### src/rtl/cond_unit_if.sv
// cond_unit_if -- Execute-stage bundle into the condition unit, plus the
// qualified controls it registers towards the Memory stage.
//   master : the pipeline side (drives Execute controls, reads results)
//   slave  : cond_unit side
interface cond_unit_if;
  // Execute-stage inputs
  logic       valid_e;
  logic       stall_e;
  logic       flush_e;
  logic [3:0] cond_e;
  logic [1:0] flagw_e;
  logic [3:0] alu_flags;     // {N,Z,C,V}
  logic       pcs_e;
  logic       regw_e;
  logic       memw_e;
  logic       branch_e;
  logic       pred_taken_e;
  // Results
  logic       cond_ex;       // combinational
  logic       redirect;      // combinational
  logic [3:0] flags;         // architectural {N,Z,C,V}
  logic       pcsrc_m;
  logic       regwrite_m;
  logic       memwrite_m;
  logic       valid_m;

  modport master (
    output valid_e, stall_e, flush_e, cond_e, flagw_e, alu_flags,
           pcs_e, regw_e, memw_e, branch_e, pred_taken_e,
    input  cond_ex, redirect, flags, pcsrc_m, regwrite_m, memwrite_m, valid_m
  );

  modport slave (
    input  valid_e, stall_e, flush_e, cond_e, flagw_e, alu_flags,
           pcs_e, regw_e, memw_e, branch_e, pred_taken_e,
    output cond_ex, redirect, flags, pcsrc_m, regwrite_m, memwrite_m, valid_m
  );
endinterface

### src/rtl/cond_unit.sv
// cond_unit -- ARM-style condition check and flag register for the Execute
// stage. Evaluates the condition field against the architectural flags,
// qualifies the write/branch controls and registers them into Memory.
//   clk      : rising-edge clock
//   reset_n  : asynchronous active-low reset
//   bus      : cond_unit_if.slave (Execute inputs, Memory-stage outputs)
//   cnt_*    : performance counters, present only with COND_UNIT_PERF_EN
// Optional feature macro: COND_UNIT_PERF_EN (saturating commit / squash /
// mispredict counters, CNT_W bits each).
module cond_unit #(
  parameter int CNT_W = 16
) (
  input  logic             clk,
  input  logic             reset_n,
`ifdef COND_UNIT_PERF_EN
  output logic [CNT_W-1:0] cnt_commit,
  output logic [CNT_W-1:0] cnt_squash,
  output logic [CNT_W-1:0] cnt_mispred,
`endif
  cond_unit_if.slave       bus
);

  logic [3:0] flags_q, flags_d;
  logic       pcsrc_q, pcsrc_d;
  logic       regw_q, regw_d;
  logic       memw_q, memw_d;
  logic       vld_q, vld_d;

  logic n, z, c, v;
  logic cond_ok;
  logic live;      // valid, not stalled, not flushed
  logic commit;
  logic squash;    // live but condition failed

  assign {n, z, c, v} = flags_q;

  // Condition evaluated from the registered flags only: an update made by the
  // previous instruction is seen one cycle later, never bypassed.
  always_comb begin
    cond_ok = 1'b1;
    unique case (bus.cond_e)
      4'b0000: cond_ok = z;
      4'b0001: cond_ok = ~z;
      4'b0010: cond_ok = c;
      4'b0011: cond_ok = ~c;
      4'b0100: cond_ok = n;
      4'b0101: cond_ok = ~n;
      4'b0110: cond_ok = v;
      4'b0111: cond_ok = ~v;
      4'b1000: cond_ok = c & ~z;
      4'b1001: cond_ok = ~c | z;
      4'b1010: cond_ok = (n == v);
      4'b1011: cond_ok = (n != v);
      4'b1100: cond_ok = ~z & (n == v);
      4'b1101: cond_ok = z | (n != v);
      default: cond_ok = 1'b1;   // 1110 / 1111 always execute
    endcase
  end

  assign live   = bus.valid_e & ~bus.stall_e & ~bus.flush_e;
  assign commit = live & cond_ok;
  assign squash = live & ~cond_ok;

  always_comb begin
    flags_d = flags_q;
    if (commit && bus.flagw_e[1]) flags_d[3:2] = bus.alu_flags[3:2];
    if (commit && bus.flagw_e[0]) flags_d[1:0] = bus.alu_flags[1:0];
    pcsrc_d = commit & bus.pcs_e;
    regw_d  = commit & bus.regw_e;
    memw_d  = commit & bus.memw_e;
    // A failed condition still retires as a valid no-op; stall/flush bubble.
    vld_d   = commit | squash;
  end

  always_ff @(posedge clk or negedge reset_n) begin
    if (!reset_n) begin
      flags_q <= 4'b0000;
      pcsrc_q <= 1'b0;
      regw_q  <= 1'b0;
      memw_q  <= 1'b0;
      vld_q   <= 1'b0;
    end else begin
      flags_q <= flags_d;
      pcsrc_q <= pcsrc_d;
      regw_q  <= regw_d;
      memw_q  <= memw_d;
      vld_q   <= vld_d;
    end
  end

  assign bus.cond_ex    = cond_ok;
  assign bus.redirect   = live & bus.branch_e & (cond_ok != bus.pred_taken_e);
  assign bus.flags      = flags_q;
  assign bus.pcsrc_m    = pcsrc_q;
  assign bus.regwrite_m = regw_q;
  assign bus.memwrite_m = memw_q;
  assign bus.valid_m    = vld_q;

`ifdef COND_UNIT_PERF_EN
  logic [CNT_W-1:0] cnt_commit_q, cnt_commit_d;
  logic [CNT_W-1:0] cnt_squash_q, cnt_squash_d;
  logic [CNT_W-1:0] cnt_mispred_q, cnt_mispred_d;

  // Saturating increments: stick at all-ones instead of wrapping.
  always_comb begin
    cnt_commit_d  = cnt_commit_q;
    cnt_squash_d  = cnt_squash_q;
    cnt_mispred_d = cnt_mispred_q;
    if (commit && (cnt_commit_q != '1))         cnt_commit_d  = cnt_commit_q + 1'b1;
    if (squash && (cnt_squash_q != '1))         cnt_squash_d  = cnt_squash_q + 1'b1;
    if (bus.redirect && (cnt_mispred_q != '1))  cnt_mispred_d = cnt_mispred_q + 1'b1;
  end

  always_ff @(posedge clk or negedge reset_n) begin
    if (!reset_n) begin
      cnt_commit_q  <= '0;
      cnt_squash_q  <= '0;
      cnt_mispred_q <= '0;
    end else begin
      cnt_commit_q  <= cnt_commit_d;
      cnt_squash_q  <= cnt_squash_d;
      cnt_mispred_q <= cnt_mispred_d;
    end
  end

  assign cnt_commit  = cnt_commit_q;
  assign cnt_squash  = cnt_squash_q;
  assign cnt_mispred = cnt_mispred_q;
`endif

endmodule

### src/flat_wrapper.sv
// flat-port wrapper written by rule: the top's interface ports become plain ports
module cond_unit_flat 
#(
  parameter int CNT_W = 16
)
  (clk, reset_n, bus_valid_e, bus_stall_e, bus_flush_e, bus_cond_e, bus_flagw_e, bus_alu_flags, bus_pcs_e, bus_regw_e, bus_memw_e, bus_branch_e, bus_pred_taken_e, bus_cond_ex, bus_redirect, bus_flags, bus_pcsrc_m, bus_regwrite_m, bus_memwrite_m, bus_valid_m);
  cond_unit_if bus_i ();
  input  logic clk;
  input  logic reset_n;
  input wire logic [$bits(bus_i.valid_e)-1:0] bus_valid_e;
  input wire logic [$bits(bus_i.stall_e)-1:0] bus_stall_e;
  input wire logic [$bits(bus_i.flush_e)-1:0] bus_flush_e;
  input wire logic [$bits(bus_i.cond_e)-1:0] bus_cond_e;
  input wire logic [$bits(bus_i.flagw_e)-1:0] bus_flagw_e;
  input wire logic [$bits(bus_i.alu_flags)-1:0] bus_alu_flags;
  input wire logic [$bits(bus_i.pcs_e)-1:0] bus_pcs_e;
  input wire logic [$bits(bus_i.regw_e)-1:0] bus_regw_e;
  input wire logic [$bits(bus_i.memw_e)-1:0] bus_memw_e;
  input wire logic [$bits(bus_i.branch_e)-1:0] bus_branch_e;
  input wire logic [$bits(bus_i.pred_taken_e)-1:0] bus_pred_taken_e;
  output wire logic [$bits(bus_i.cond_ex)-1:0] bus_cond_ex;
  output wire logic [$bits(bus_i.redirect)-1:0] bus_redirect;
  output wire logic [$bits(bus_i.flags)-1:0] bus_flags;
  output wire logic [$bits(bus_i.pcsrc_m)-1:0] bus_pcsrc_m;
  output wire logic [$bits(bus_i.regwrite_m)-1:0] bus_regwrite_m;
  output wire logic [$bits(bus_i.memwrite_m)-1:0] bus_memwrite_m;
  output wire logic [$bits(bus_i.valid_m)-1:0] bus_valid_m;
  assign bus_i.valid_e = bus_valid_e;
  assign bus_i.stall_e = bus_stall_e;
  assign bus_i.flush_e = bus_flush_e;
  assign bus_i.cond_e = bus_cond_e;
  assign bus_i.flagw_e = bus_flagw_e;
  assign bus_i.alu_flags = bus_alu_flags;
  assign bus_i.pcs_e = bus_pcs_e;
  assign bus_i.regw_e = bus_regw_e;
  assign bus_i.memw_e = bus_memw_e;
  assign bus_i.branch_e = bus_branch_e;
  assign bus_i.pred_taken_e = bus_pred_taken_e;
  assign bus_cond_ex = bus_i.cond_ex;
  assign bus_redirect = bus_i.redirect;
  assign bus_flags = bus_i.flags;
  assign bus_pcsrc_m = bus_i.pcsrc_m;
  assign bus_regwrite_m = bus_i.regwrite_m;
  assign bus_memwrite_m = bus_i.memwrite_m;
  assign bus_valid_m = bus_i.valid_m;
  cond_unit #(.CNT_W(CNT_W)) u_core (.clk(clk), .reset_n(reset_n), .bus(bus_i));
endmodule
### config.mk
export PLATFORM = sky130hd
export DESIGN_NAME = cond_unit_flat
export DESIGN_NICKNAME = d
export VERILOG_FILES = /design/src/rtl/cond_unit_if.sv /design/src/rtl/cond_unit.sv /design/src/flat_wrapper.sv
export SDC_FILE = /design/constraint.sdc
export NUM_CORES = 1
export LEC_CHECK = 0
export CAP_MARGIN = 20
export CORE_AREA = 5 5 42 44
export CTS_BUF_LIST = sky130_fd_sc_hd__clkbuf_4
export CTS_CLUSTER_DIAMETER = 30
export DETAILED_ROUTE_END_ITERATION = 16
export DIE_AREA = 0 0 47 49
export PLACE_DENSITY = 0.82
export SLEW_MARGIN = 20
export SYNTH_ARGS = -nofsm -noshare
export SYNTH_HDL_FRONTEND = slang
export SYNTH_SLANG_ARGS = --single-unit
export TNS_END_PERCENT = 20
### constraint.sdc
create_clock -name clk -period 5 [get_ports clk]
set_clock_uncertainty 0.15 [all_clocks]
set_input_delay 0.75 -clock clk [delete_from_list [all_inputs] [get_ports clk]]
set_output_delay 0.75 -clock clk [all_outputs]
set_load 0.05 [all_outputs]
Word level (Yosys, flattened, before mapping)
Index checks and enable logic that the tools add are counted.

cells by class
  add/subtract/negate cells = 0
  multipliers = 0
  divide/modulo/power cells = 0
  $lt $le $gt $ge = 0
  equal/unequal tests = 16
  shifts and indexed selects = 0
  muxes and demuxes = 1
  bitwise operators = 21
  reduce and logical (&&, ||, !) cells = 3

operators with widths
  cell                number
  $eq 4x4->1 const B  6
  $eq 4x3->1 const B  4
  $pmux 1 s14         1
  $and 1x1->1         11
  $eq 4x2->1 const B  2
  $not 1->1           7
  $eq 4x1->1 const B  1
  $logic_not 4->1     1
  $or 1x1->1          3
  $logic_and 1x1->1   2
  $ne 1x1->1          2
  $eq 1x1->1          1

storage, ports and cells
  bits in registers = 8
  bits in latches = 0
  bits in writable memories = 0
  memory bits (read-only) = 0
  bits of input ports = 20
  output and inout bits = 10
  word-level logic and storage cells = 47
  memories kept = 0

Logic depth before layout (Yosys ltp)
Gate-level depths: netlist of the first run.

  depth after elaboration = 6
  mapped depth = 7

Worst setup path after synthesis of the first run
Ideal clock, no wire load.

  path kind = input to output
  start point = input bus_cond_e[0]
  end point = output bus_redirect
  arrival = 3.085 ns
  required time = 4.100 ns
  slack = 1.015 ns
  cell stages on the path = 6
  path through = buf_2 -> or4_4 -> a311oi_4 -> or3_1 -> buf_2 -> mux2i_1

on the way
  cells in the longest elaborated chain, start to end = 4

RTL lines
  item                                      line                RTL
  start, declared                           flat_wrapper.sv:13  input wire logic [$bits(bus_i.cond_e)-1:0] bus_cond_e;
  $eq 4x4->1, or another cell as far along  cond_unit.sv:41     unique case (bus.cond_e)
  $pmux 1 s14 (*)                           cond_unit.sv:41
  net bus_cond_ex                           flat_wrapper.sv:21  output wire logic [$bits(bus_i.cond_ex)-1:0] bus_cond_ex;
  $ne 1x1->1 (*)                            cond_unit.sv:92     assign bus.redirect = live & bus.branch_e & (cond_ok != bus.pred_taken_e);
  $and 1x1->1 (*)                           cond_unit.sv:92
  end, declared                             flat_wrapper.sv:22  output wire logic [$bits(bus_i.redirect)-1:0] bus_redirect;

The timed path passes the listed nets; every way through them passes the cells marked *.

Worst setup path in the final report of the first run
  start point = input bus_cond_e[3]
  end point = output bus_redirect

on the way
  cells in the longest elaborated chain, start to end = 4

RTL lines
  item                                      line
  $eq 4x4->1, or another cell as far along  cond_unit.sv:41
  $pmux 1 s14 (*)                           cond_unit.sv:41
  $ne 1x1->1 (*)                            cond_unit.sv:92
  $and 1x1->1 (*)                           cond_unit.sv:92

Mark *: on every way between the ends. The rest lies on a longest branch, timed or not.

==> out/qor.yml, run 1 <==
setup_path:
  worstPathCellList: "clkdlybuf4s50_1, nand2_2, or4_4, a311oi_4, or3_1, mux2i_1, clkdlybuf4s50_1"
  register_to_register_setup_slack_ns: 2.83
  path_max_fanout: 7
  cell_repeated_most_along_the_worst_path: "sky130_fd_sc_hd__clkdlybuf4s50_1"
  critical-path-max-stage-delay_ns: 0.82
  worstSetupStartpointType: "input port"
  timing.critical_path.slowest_stage_cell: "sky130_fd_sc_hd__clkdlybuf4s50_1"
  critPathTopFamily: "buffers and inverters"
  worstPathRequired_ns: 4.10
  path_buf_inv: 2
  endpoint_kind: "primary output"
  timing.setup.critical_path_class: "input port to primary output"
  worst-endpoint-arrival_ns: 3.53
grt:
  grt.busiest_layer: "met2"
  groute.layer.met2.usage: 0.179
  wire_length_of_the_first_global_routing_pass_um: 1990
  gr-usage-all-layers: 0.127
  global_route.overflow_total: 0
  grt_start_max_net_pins: 9
  grt_antenna_before_repair: 0
  use_met1: 0.136
  groute.layer.met3.usage: 0.0923
  first_global_vias: 493
logic_synthesis:
  post_syn_instances: 45
  seq_area_frac_synth: 0.385
  ys_ff_latch: 8
  netlist-cell-type-count: 23
  syn_avg_cell_area_um2: 11.6
  number_of_nets_produced_by_synthesis: 65
  synthDominantCellAreaShare: 0.385
  yosysTopAreaCell: "sky130_fd_sc_hd__dfrtp_1"
  netlist_top_cells_area: "sky130_fd_sc_hd__dfrtp_1 38%, sky130_fd_sc_hd__mux2_1 8.7%, sky130_fd_sc_hd__xor2_1 8.4%"
  synth_cell_area_um2: 520
  synth-warning-count: 0
floorplan:
  core_region_area_mm2: 0.00140
  row_count: 14
  ioPinCount: 30
  chipHeight_um: 49
  die_w_um: 47
  initial_utilization: 0.371
  die_area_mm2: 0.00230
final_layout:
  fillCellCount: 116
  antenna_cells_inserted: 0
  drive_gt1_frac: 0.120
  area_growth_syn_to_layout_pct: 62.0
  finish.net_count: 97
route:
  drt_drc_violations_left: 0
  dr.pass1.iters: 4
  wire_per_inst_um: 14.2
  ant_nets: 0
  detailedRoute.firstIterationViolations: 8
  detailroute.via_count: 481
  drt-vias-per-instance: 5.29
  sum_of_routed_wire_length_over_all_layers_um: 1290
cts:
  clk_sink_count: 8
  cts_inserted_buffers: 3
  clock_path_buffers: 2
  cts_tree: "yes"
  ctsRootBufferMaster: "sky130_fd_sc_hd__clkbuf_4"
  htreeDepth: 1
  cts_resized: 0
  cts.reportedPaths.clkPinSlew_ns: 0.05
  clock_latency_ns: 0.26
  cts.hold.buffers_added: 0
  buffers_inserted_by_post_cts_timing_repair: 0
placed_design:
  numPortBuffers: 29
  detailedPlacementHpwl_um: 1050
  globalplace.congestion: 0.747
sta:
  final_min_period_over_clock_period: 0.885
  hold_viol: 0
  setup_viol: 0
  worstMarginPinSlew_ns: 0.583
  total_negative_setup_slacks_ns: 0
  rsz0062_at_grt: "no"
  slew_violations: 0
  max-slew-margin-rel: 0.610
  finalWorstPathRequiredPeriod_ns: 4.43
  maximum_operating_frequency_ghz: 0.226
status:
  status: "finished, final reports clean"
min_path:
  holdCritPathClass: "flip-flop to flip-flop"
power:
  total_power_w: 0.000360
  power.leakage_nw: 0.349
  ir_drop_mv: 0.240
  pwr_density_cell_mw_per_mm2: 427
job:
  cap_violations: 0
-- state kept, by name (all words and copies together), names as in the netlist --
signal and cells:
u_core.bus.memwrite_m 1, u_core.bus.regwrite_m 1, u_core.bus.pcsrc_m 1, u_core.bus.flags 4, u_core.bus.valid_m 1
-- power breakdown --
group / total [W] / switching [W] / internal, W
logic: 0.000205 / 0.000124 / 0.0000813
clock network: 0.0000491 / 0.0000217 / 0.0000274
registers: 0.000106 / 0.0000246 / 0.0000812
-- final timing paths --
check,start,end,cells after the start
setup / recovery,bus_cond_e[3],bus_redirect,7
hold / removal,u_core.bus.flags[1]$_DFFE_PN0P_,u_core.bus.flags[1]$_DFFE_PN0P_,1
setup reg to reg,u_core.bus.flags[0]$_DFFE_PN0P_,u_core.bus.flags[0]$_DFFE_PN0P_,5
hold reg to reg,u_core.bus.flags[1]$_DFFE_PN0P_,u_core.bus.flags[1]$_DFFE_PN0P_,1
max in group asynchronous,reset_n,u_core.bus.memwrite_m$_DFF_PN0_,1
min in group asynchronous,reset_n,u_core.bus.flags[3]$_DFFE_PN0P_,1
-- cells in the final DEF (no fill, tap or decap) --
cell type | netlist | routed
sky130_fd_sc_hd__and3_1 | 4 | 4
sky130_fd_sc_hd__o32ai_1 | 1 | 1
sky130_fd_sc_hd__or4_4 | 1 | 1
sky130_fd_sc_hd__nor2_1 | 2 | 2
sky130_fd_sc_hd__inv_1 | 1 | 1
sky130_fd_sc_hd__mux2i_1 | 2 | 2
sky130_fd_sc_hd__nand3_1 | 1 | 1
sky130_fd_sc_hd__nor3b_4 | 1 | 1
sky130_fd_sc_hd__dfrtp_1 | 8 | 8
sky130_fd_sc_hd__nand2_1 | 2 | 2
sky130_fd_sc_hd__nand2_2 | 1 | 1
sky130_fd_sc_hd__clkdlybuf4s50_1 | 0 | 29
sky130_fd_sc_hd__a311oi_4 | 1 | 1
sky130_fd_sc_hd__a32oi_1 | 1 | 1
sky130_fd_sc_hd__o311ai_2 | 2 | 2
sky130_fd_sc_hd__clkbuf_4 | 0 | 3
sky130_fd_sc_hd__xor2_1 | 5 | 5
sky130_fd_sc_hd__mux2_1 | 4 | 4
sky130_fd_sc_hd__a21boi_0 | 1 | 1
sky130_fd_sc_hd__o21ai_0 | 1 | 1
sky130_fd_sc_hd__or3_1 | 1 | 1
sky130_fd_sc_hd__nor2b_1 | 1 | 1
sky130_fd_sc_hd__nand3b_1 | 1 | 1
sky130_fd_sc_hd__a22oi_1 | 1 | 1
-- cell usage after synthesis --
library cell and instances:
sky130_fd_sc_hd__o21ai_0 1, sky130_fd_sc_hd__nor2b_1 1, sky130_fd_sc_hd__xor2_1 5, sky130_fd_sc_hd__nand2_2 1, sky130_fd_sc_hd__a311oi_4 1, sky130_fd_sc_hd__buf_2 2
sky130_fd_sc_hd__o311ai_2 2, sky130_fd_sc_hd__nand2_1 2, sky130_fd_sc_hd__nor2_1 2, sky130_fd_sc_hd__or3_1 1, sky130_fd_sc_hd__inv_1 1, sky130_fd_sc_hd__mux2_1 4
sky130_fd_sc_hd__mux2i_1 2, sky130_fd_sc_hd__a32oi_1 1, sky130_fd_sc_hd__nand3_1 1, sky130_fd_sc_hd__a21boi_0 1, sky130_fd_sc_hd__dfrtp_1 8, sky130_fd_sc_hd__nand3b_1 1
sky130_fd_sc_hd__and3_1 4, sky130_fd_sc_hd__or4_4 1, sky130_fd_sc_hd__o32ai_1 1, sky130_fd_sc_hd__a22oi_1 1, sky130_fd_sc_hd__nor3b_4 1
-- per-stage QoR --
| stage | cells | hold slack (ns) | utilization | setup WS (ns) | instance area, µm² |
|---|---|---|---|---|---|
| after floorplan | 45 | 0.304 | - | 1.02 | 520 |
| after global placement | 88 | 0.421 | 0.586 | 0.599 | 821 |
| final | 91 | 0.448 | 0.602 | 0.575 | 843 |
| after global routing | 91 | 0.474 | 0.602 | 0.461 | 843 |
| after detailed placement | 88 | 0.439 | 0.586 | 0.594 | 821 |
| after CTS | 91 | 0.452 | 0.602 | 0.574 | 843 |
-- logic make-up (layout without fill, tap and decap cells) --
logic type | after synthesis | count (layout) | synth area share
buffers and inverters | 3 | 33 | 0.0264
AOI/OAI and AO/OA | 8 | 8 | 0.185
muxes | 6 | 6 | 0.125
xor gates and xnor gates | 5 | 5 | 0.0841
DFF | 8 | 8 | 0.385
and+or+nand+nor | 15 | 15 | 0.195
-- per-layer routing --
| metal | up-vias | share of wire |
|---|---|---|
| met5 | - | 0 |
| met3 | 5 | 0.13 |
| li1 | 231 | - |
| met1 | 218 | 0.40 |
| met4 | 0 | 0.024 |
| met2 | 27 | 0.44 |
-- layout make-up --
type                       instances  area [µm²]  area share
multi-input combinational         34         307       0.364
timing repair buffer              29         290       0.344
sequential                         8         200       0.237
clock buffer                       3        22.5      0.0267
tap                               16        20.0      0.0237
inverter                           1        3.75     0.00445
No activity file was read; power rests on OpenSTA's default activity.
==> run 2: changes to the inputs <==
--- a/config.mk
+++ b/config.mk
@@ -6,11 +6,11 @@
 export NUM_CORES = 1
 export LEC_CHECK = 0
 export CAP_MARGIN = 20
-export CORE_AREA = 5 5 42 44
-export CTS_BUF_LIST = sky130_fd_sc_hd__clkbuf_4
+export CORE_MARGIN = 5
+export CORE_UTILIZATION = 39
+export CTS_BUF_LIST = sky130_fd_sc_hd__clkbuf_16
 export CTS_CLUSTER_DIAMETER = 30
 export DETAILED_ROUTE_END_ITERATION = 16
-export DIE_AREA = 0 0 47 49
 export PLACE_DENSITY = 0.82
 export SLEW_MARGIN = 20
 export SYNTH_ARGS = -nofsm -noshare
==> out/qor.yml, run 2 (synthesis gave the netlist of run 1 again) <==
status:
  status: "finished, final reports clean"  # unchanged
setup_path:
  worstSetupStartpointType: "input port"  # unchanged
  path_max_fanout: 7  # unchanged
  r2r-end: "u_core.bus.flags[3]$_DFFE_PN0P_"  # was u_core.bus.flags[0]$_DFFE_PN0P_
  endpoint_kind: "primary output"  # unchanged
  worst_r2r_path_depth: 5  # unchanged
  timing.setup.critical_path_class: "input port to primary output"  # unchanged
  worstPathRequired_ns: 4.10  # about the same
  timing.rr.start: "u_core.bus.flags[0]$_DFFE_PN0P_"  # unchanged
  register_to_register_setup_slack_ns: 2.81  # was 2.83 ns
  worst-endpoint-arrival_ns: 3.57  # was 3.53 ns
floorplan:
  die_w_um: 46.5  # was 47 µm
  chipHeight_um: 46.5  # was 49 µm
  core_region_area_mm2: 0.00128  # was 0.00140 mm²
  row_count: 13  # was 14
  ioPinCount: 30  # unchanged
  initial_utilization: 0.405  # was 0.371
  die_area_mm2: 0.00217  # was 0.00230 mm²
sta:
  timing.hold.ws_ns: 0.449  # was 0.448 ns
  slew_violations: 0  # unchanged
  maximum_operating_frequency_ghz: 0.223  # was 0.226 GHz
  rsz0062_at_grt: "no"  # unchanged
  total_negative_setup_slacks_ns: 0  # unchanged
  worstMarginPinSlew_ns: 0.551  # was 0.583 ns
  hold_viol: 0  # unchanged
  setup_viol: 0  # unchanged
  final_min_period_over_clock_period: 0.895  # was 0.885
  max-slew-margin-rel: 0.631  # was 0.610
  finalWorstPathRequiredPeriod_ns: 4.47  # was 4.43 ns
grt:
  grt_antenna_before_repair: 0  # unchanged
  global_route.overflow_total: 0  # unchanged
  wire_length_of_the_first_global_routing_pass_um: 2080  # was 1990 µm
  first_global_vias: 498  # was 493
  gr-usage-all-layers: 0.138  # was 0.127
  grt_start_max_net_pins: 9  # unchanged
cts:
  clock_latency_ns: 0.23  # was 0.26 ns
  cts_tree: "yes"  # unchanged
  cts_resized: 0  # unchanged
  clk_sink_count: 8  # unchanged
  cts.hold.buffers_added: 0  # unchanged
  ctsRootBufferMaster: "sky130_fd_sc_hd__clkbuf_16"  # was sky130_fd_sc_hd__clkbuf_4
  clock_path_buffers: 2  # unchanged
  cts_inserted_buffers: 3  # unchanged
  buffers_inserted_by_post_cts_timing_repair: 0  # unchanged
  cts.reportedPaths.clkPinSlew_ns: 0.04  # was 0.05 ns
  htreeDepth: 1  # unchanged
route:
  wire_per_inst_um: 14.6  # was 14.2 µm
  drt-vias-per-instance: 5.11  # was 5.29
  detailroute.via_count: 460  # was 481
  detailedRoute.firstIterationViolations: 2  # was 8
  sum_of_routed_wire_length_over_all_layers_um: 1310  # was 1290 µm
  dr.pass1.iters: 2  # was 4
  ant_nets: 0  # unchanged
  drt_drc_violations_left: 0  # unchanged
placed_design:
  placement.cell_area_um2: 820  # was 821 µm²
  detailedPlacementHpwl_um: 1030  # was 1050 µm
  globalplace.congestion: 0.765  # was 0.747
  numPortBuffers: 29  # unchanged
power:
  ir_drop_mv: 0.319  # was 0.240 mV
  pwr_density_cell_mw_per_mm2: 496  # was 427 mW/mm²
  total_power_w: 0.000444  # was 0.000360 W
  power.leakage_nw: 0.372  # was 0.349 nW
final_layout:
  antenna_cells_inserted: 0  # unchanged
  finish.net_count: 97  # unchanged
  most_common_library_cell_in_the_layout_ignoring_fill_and_taps: "sky130_fd_sc_hd__clkdlybuf4s50_1"  # unchanged
  layout.cells.most_common_list: "29 x sky130_fd_sc_hd__clkdlybuf4s50_1, 8 x sky130_fd_sc_hd__dfrtp_1, 5 x sky130_fd_sc_hd__xor2_1"  # unchanged
  post-route-util: 0.696  # was 0.602
  area_growth_syn_to_layout_pct: 71.9  # was 62.0%
  max_reg_flops: 4  # unchanged
  post_route_cell_area_um2: 895  # was 843 µm²
  drive_gt1_frac: 0.120  # unchanged
min_path:
  hold_path_end: "u_core.bus.flags[3]$_DFFE_PN0P_"  # was u_core.bus.flags[1]$_DFFE_PN0P_
  holdCritPathClass: "flip-flop to flip-flop"  # unchanged
  whs_path_depth: 1  # unchanged
  hp-start: "u_core.bus.flags[3]$_DFFE_PN0P_"  # was u_core.bus.flags[1]$_DFFE_PN0P_
job:
  cap_violations: 0  # unchanged
[run 2: cell types whose count changed in the layout (fill, tap and decap cells not counted)]
cell | previous run | this run
sky130_fd_sc_hd__clkbuf_16 | 0 | 3
sky130_fd_sc_hd__clkbuf_4 | 3 | 0
[run 2: per-layer routing]
| metal | global-route usage | vias up | wire, µm |
|---|---|---|---|
| met3 | 0.0625 | 0 | 179 |
| li1 | - | 227 | - |
| met1 | 0.154 | 208 | 502 |
| met2 | 0.236 | 25 | 633 |
| met5 | 0 | - | 0 |
| met4 | 0.0341 | 0 | 0 |
[run 2: critical path: stages]
cell and delay [ns]:
sky130_fd_sc_hd__clkdlybuf4s50_1 0.58, sky130_fd_sc_hd__nand2_2 0.10, sky130_fd_sc_hd__or4_4 0.51, sky130_fd_sc_hd__a311oi_4 0.34, sky130_fd_sc_hd__or3_1 0.23, sky130_fd_sc_hd__mux2i_1 0.21
sky130_fd_sc_hd__clkdlybuf4s50_1 0.83
[run 2: how the worst max path moves through the flow]
stage             startpoint      endpoint  slack (ns)  cells past startpoint
6_report       bus_cond_e[3]  bus_redirect        0.53                      7
5_1_grt        bus_cond_e[3]  bus_redirect        0.44                      7
4_1_cts        bus_cond_e[3]  bus_redirect        0.53                      7
3_5_place_dp   bus_cond_e[3]  bus_redirect        0.58                      7
3_3_place_gp   bus_cond_e[3]  bus_redirect        0.60                      7
2_1_floorplan  bus_cond_e[0]  bus_redirect        1.02                      6
[run 2: cell type report]
class,instances,area [µm²]
sequential,8,200
clock buffer,3,75.1
tap,15,18.8
inverter,1,3.75
timing repair buffer,29,290
multi-input combinational,34,307
fill,102,390
[run 2: report_power, final]
part           leakage, nW  internal [W]  switching, W  total [W]
Combinational        0.232     0.0000814      0.000126   0.000207
Clock               0.0370      0.000103     0.0000287   0.000132
Sequential           0.104     0.0000815     0.0000239   0.000105
[run 2: metrics by stage]
| stage | cells | setup slack (ns) |
|---|---|---|
| finish | 90 | 0.526 |
| global route | 90 | 0.441 |
| CTS | 90 | 0.528 |
| detailed placement | 87 | 0.577 |
| global placement | 87 | 0.596 |
| floorplan | 45 | 1.02 |
==> run 3: changes to the inputs <==
--- a/config.mk
+++ b/config.mk
@@ -5,13 +5,12 @@
 export SDC_FILE = /design/constraint.sdc
 export NUM_CORES = 1
 export LEC_CHECK = 0
-export CAP_MARGIN = 20
 export CORE_MARGIN = 5
-export CORE_UTILIZATION = 39
+export CORE_UTILIZATION = 32
 export CTS_BUF_LIST = sky130_fd_sc_hd__clkbuf_16
 export CTS_CLUSTER_DIAMETER = 30
 export DETAILED_ROUTE_END_ITERATION = 16
-export PLACE_DENSITY = 0.82
+export PLACE_DENSITY = 0.72
 export SLEW_MARGIN = 20
 export SYNTH_ARGS = -nofsm -noshare
 export SYNTH_HDL_FRONTEND = slang
==> constraint.sdc (replaced) <==
create_clock -name clk -period 3.6 [get_ports clk]
set_clock_uncertainty 0.15 [all_clocks]
set_input_delay 0.54 -clock clk [delete_from_list [all_inputs] [get_ports clk]]
set_output_delay 0.54 -clock clk [all_outputs]
set_load 0.05 [all_outputs]
==> out/qor.yml, run 3 (synthesis gave the netlist of run 1 again) <==
status:
  status: "finished, final reports clean"  # unchanged
setup_path:
  path_buf_inv: 2  # unchanged
  timing.critical_path.slowest_stage_cell: "sky130_fd_sc_hd__clkdlybuf4s50_1"  # unchanged
  timing.setup.critical_path_class: "input port to primary output"  # unchanged
  worstSetupStartpointType: "input port"  # unchanged
  path_max_fanout: 7  # unchanged
  endpoint_kind: "primary output"  # unchanged
  worstPathCellList: "clkdlybuf4s50_1, nand2_2, or4_4, a311oi_4, or3_1, mux2i_2, buf_12"  # was clkdlybuf4s50_1, nand2_2, or4_4, a311oi_4, or3_1, mux2i_1, clkdlybuf4s50_1
  worstPathRequired_ns: 2.91  # was 4.10 ns
  worst-endpoint-arrival_ns: 2.73  # was 3.57 ns
  critical-path-max-stage-delay_ns: 0.59  # was 0.83 ns
  critPathTopFamily: "simple AND/OR/NAND/NOR gates"  # was buffers and inverters
sta:
  max-slew-margin-rel: 0.633  # was 0.631
  fin_ws_ns: 0.179  # was 0.526 ns
  rsz0062_at_grt: "no"  # unchanged
  slew_violations: 0  # unchanged
  finalWorstPathRequiredPeriod_ns: 3.42
  maximum_operating_frequency_ghz: 0.292
  total_negative_setup_slacks_ns: 0  # unchanged
  final_min_period_over_clock_period: 0.950
  setup_viol: 0  # unchanged
  hold_viol: 0  # unchanged
  worstMarginPinSlew_ns: 0.548  # was 0.551 ns
power:
  pwr_density_cell_mw_per_mm2: 686  # was 496 mW/mm²
  power.leakage_nw: 0.391  # was 0.372 nW
  ir_drop_mv: 0.424  # was 0.319 mV
grt:
  grt_antenna_before_repair: 0  # unchanged
  grt_start_max_net_pins: 9  # unchanged
  wire_length_of_the_first_global_routing_pass_um: 2330  # was 2080 µm
  first_global_vias: 538  # was 498
  global_route.overflow_total: 0  # unchanged
  gr-usage-all-layers: 0.120  # was 0.138
route:
  sum_of_routed_wire_length_over_all_layers_um: 1430  # was 1310 µm
  ant_nets: 0  # unchanged
  detailedRoute.firstIterationViolations: 6  # was 2
  detailroute.via_count: 484  # was 460
  drt-vias-per-instance: 5.20  # was 5.11
  dr.pass1.iters: 4  # was 2
  drt_drc_violations_left: 0  # unchanged
  wire_per_inst_um: 15.4  # was 14.6 µm
final_layout:
  finish.net_count: 99  # was 97
  layout.cells.most_common_list: "27 x sky130_fd_sc_hd__clkdlybuf4s50_1, 8 x sky130_fd_sc_hd__dfrtp_1, 5 x sky130_fd_sc_hd__xor2_1"  # was 29 x sky130_fd_sc_hd__clkdlybuf4s50_1, 8 x sky130_fd_sc_hd__dfrtp_1, 5 x sky130_fd_sc_hd__xor2_1
  drive_gt1_frac: 0.182  # was 0.120
  max_reg_flops: 4  # unchanged
  most_common_library_cell_in_the_layout_ignoring_fill_and_taps: "sky130_fd_sc_hd__clkdlybuf4s50_1"  # unchanged
  antenna_cells_inserted: 0  # unchanged
  area_growth_syn_to_layout_pct: 79.6  # was 71.9%
cts:
  clk_sink_count: 8  # unchanged
  cts_resized: 0  # unchanged
  cts.reportedPaths.clkPinSlew_ns: 0.04  # about the same
  cts_inserted_buffers: 3  # unchanged
  cts.hold.buffers_added: 0  # unchanged
  ctsRootBufferMaster: "sky130_fd_sc_hd__clkbuf_16"  # unchanged
  htreeDepth: 1  # unchanged
  clock_path_buffers: 2  # unchanged
  buffers_inserted_by_post_cts_timing_repair: 0  # unchanged
  cts_tree: "yes"  # unchanged
  clock_latency_ns: 0.23  # about the same
floorplan:
  chipHeight_um: 50.3  # was 46.5 µm
  die_w_um: 50.3  # was 46.5 µm
  core_region_area_mm2: 0.00152  # was 0.00128 mm²
  initial_utilization: 0.342  # was 0.405
  die_area_mm2: 0.00253  # was 0.00217 mm²
  ioPinCount: 30  # unchanged
  row_count: 14  # was 13
placed_design:
  globalplace.congestion: 0.728  # was 0.765
  numPortBuffers: 29  # unchanged
  dp_worst_setup_slack_ns: 0.188  # was 0.577 ns
min_path:
  holdCritPathClass: "input port to asynchronous set/reset pin"  # was flip-flop to flip-flop
job:
  cap_violations: 0  # unchanged
==> run 3: cell types whose count changed in the layout (fill, tap and decap cells not counted) <==
cell	before	now
sky130_fd_sc_hd__buf_12	0	2
sky130_fd_sc_hd__buf_4	0	2
sky130_fd_sc_hd__mux2i_1	2	1
sky130_fd_sc_hd__mux2i_2	0	1
sky130_fd_sc_hd__clkdlybuf4s50_1	29	27
==> run 3: per-layer routing <==
metal / share of wire / up-vias / global-route usage
met3: 0.081 / 4 / 0.0385
li1: - / 233 / -
met4: 0.017 / 0 / 0.0638
met2: 0.48 / 21 / 0.192
met5: 0 / - / 0
met1: 0.42 / 226 / 0.141
==> run 3: layout make-up <==
type                       count  area [µm²]
timing repair buffer          31         325
tap                           16        20.0
inverter                       1        3.75
clock buffer                   3        75.1
fill                         127         589
sequential                     8         200
multi-input combinational     34         310
==> run 3: path summary, 6_finish.rpt <==
| kind | slack [ns] | to | startpoint | cells after the start |
|---|---|---|---|---|
| max reg2reg | 1.42 | u_core.bus.flags[0]$_DFFE_PN0P_ | u_core.bus.flags[0]$_DFFE_PN0P_ | 5 |
| min reg2reg | 0.45 | u_core.bus.flags[1]$_DFFE_PN0P_ | u_core.bus.flags[1]$_DFFE_PN0P_ | 1 |
| min | 0.44 | u_core.bus.flags[3]$_DFFE_PN0P_ | reset_n | 1 |
| min in group clk | 0.45 | u_core.bus.flags[1]$_DFFE_PN0P_ | u_core.bus.flags[1]$_DFFE_PN0P_ | 1 |
| max | 0.18 | bus_redirect | bus_cond_e[3] | 7 |
| max in group asynchronous | 2.61 | u_core.bus.regwrite_m$_DFF_PN0_ | reset_n | 1 |
==> run 3: where the power goes <==
part / switching (W) / total, W / internal, W
Clock: 0.0000416 / 0.000185 / 0.000143
Sequential: 0.0000339 / 0.000147 / 0.000113
Combinational: 0.000178 / 0.000310 / 0.000132
==> run 3: metrics by stage <==
stage	instances	instance area (µm²)	hold WS, ns	util	total power (W)
floorplan	45	524	0.0944	-	0.000336
global placement	90	860	0.418	0.564	0.000455
detailed placement	90	860	0.430	0.564	0.000457
CTS	93	935	0.442	0.613	0.000646
global route	93	935	0.470	0.613	0.000671
finish	93	935	0.437	0.613	0.000641
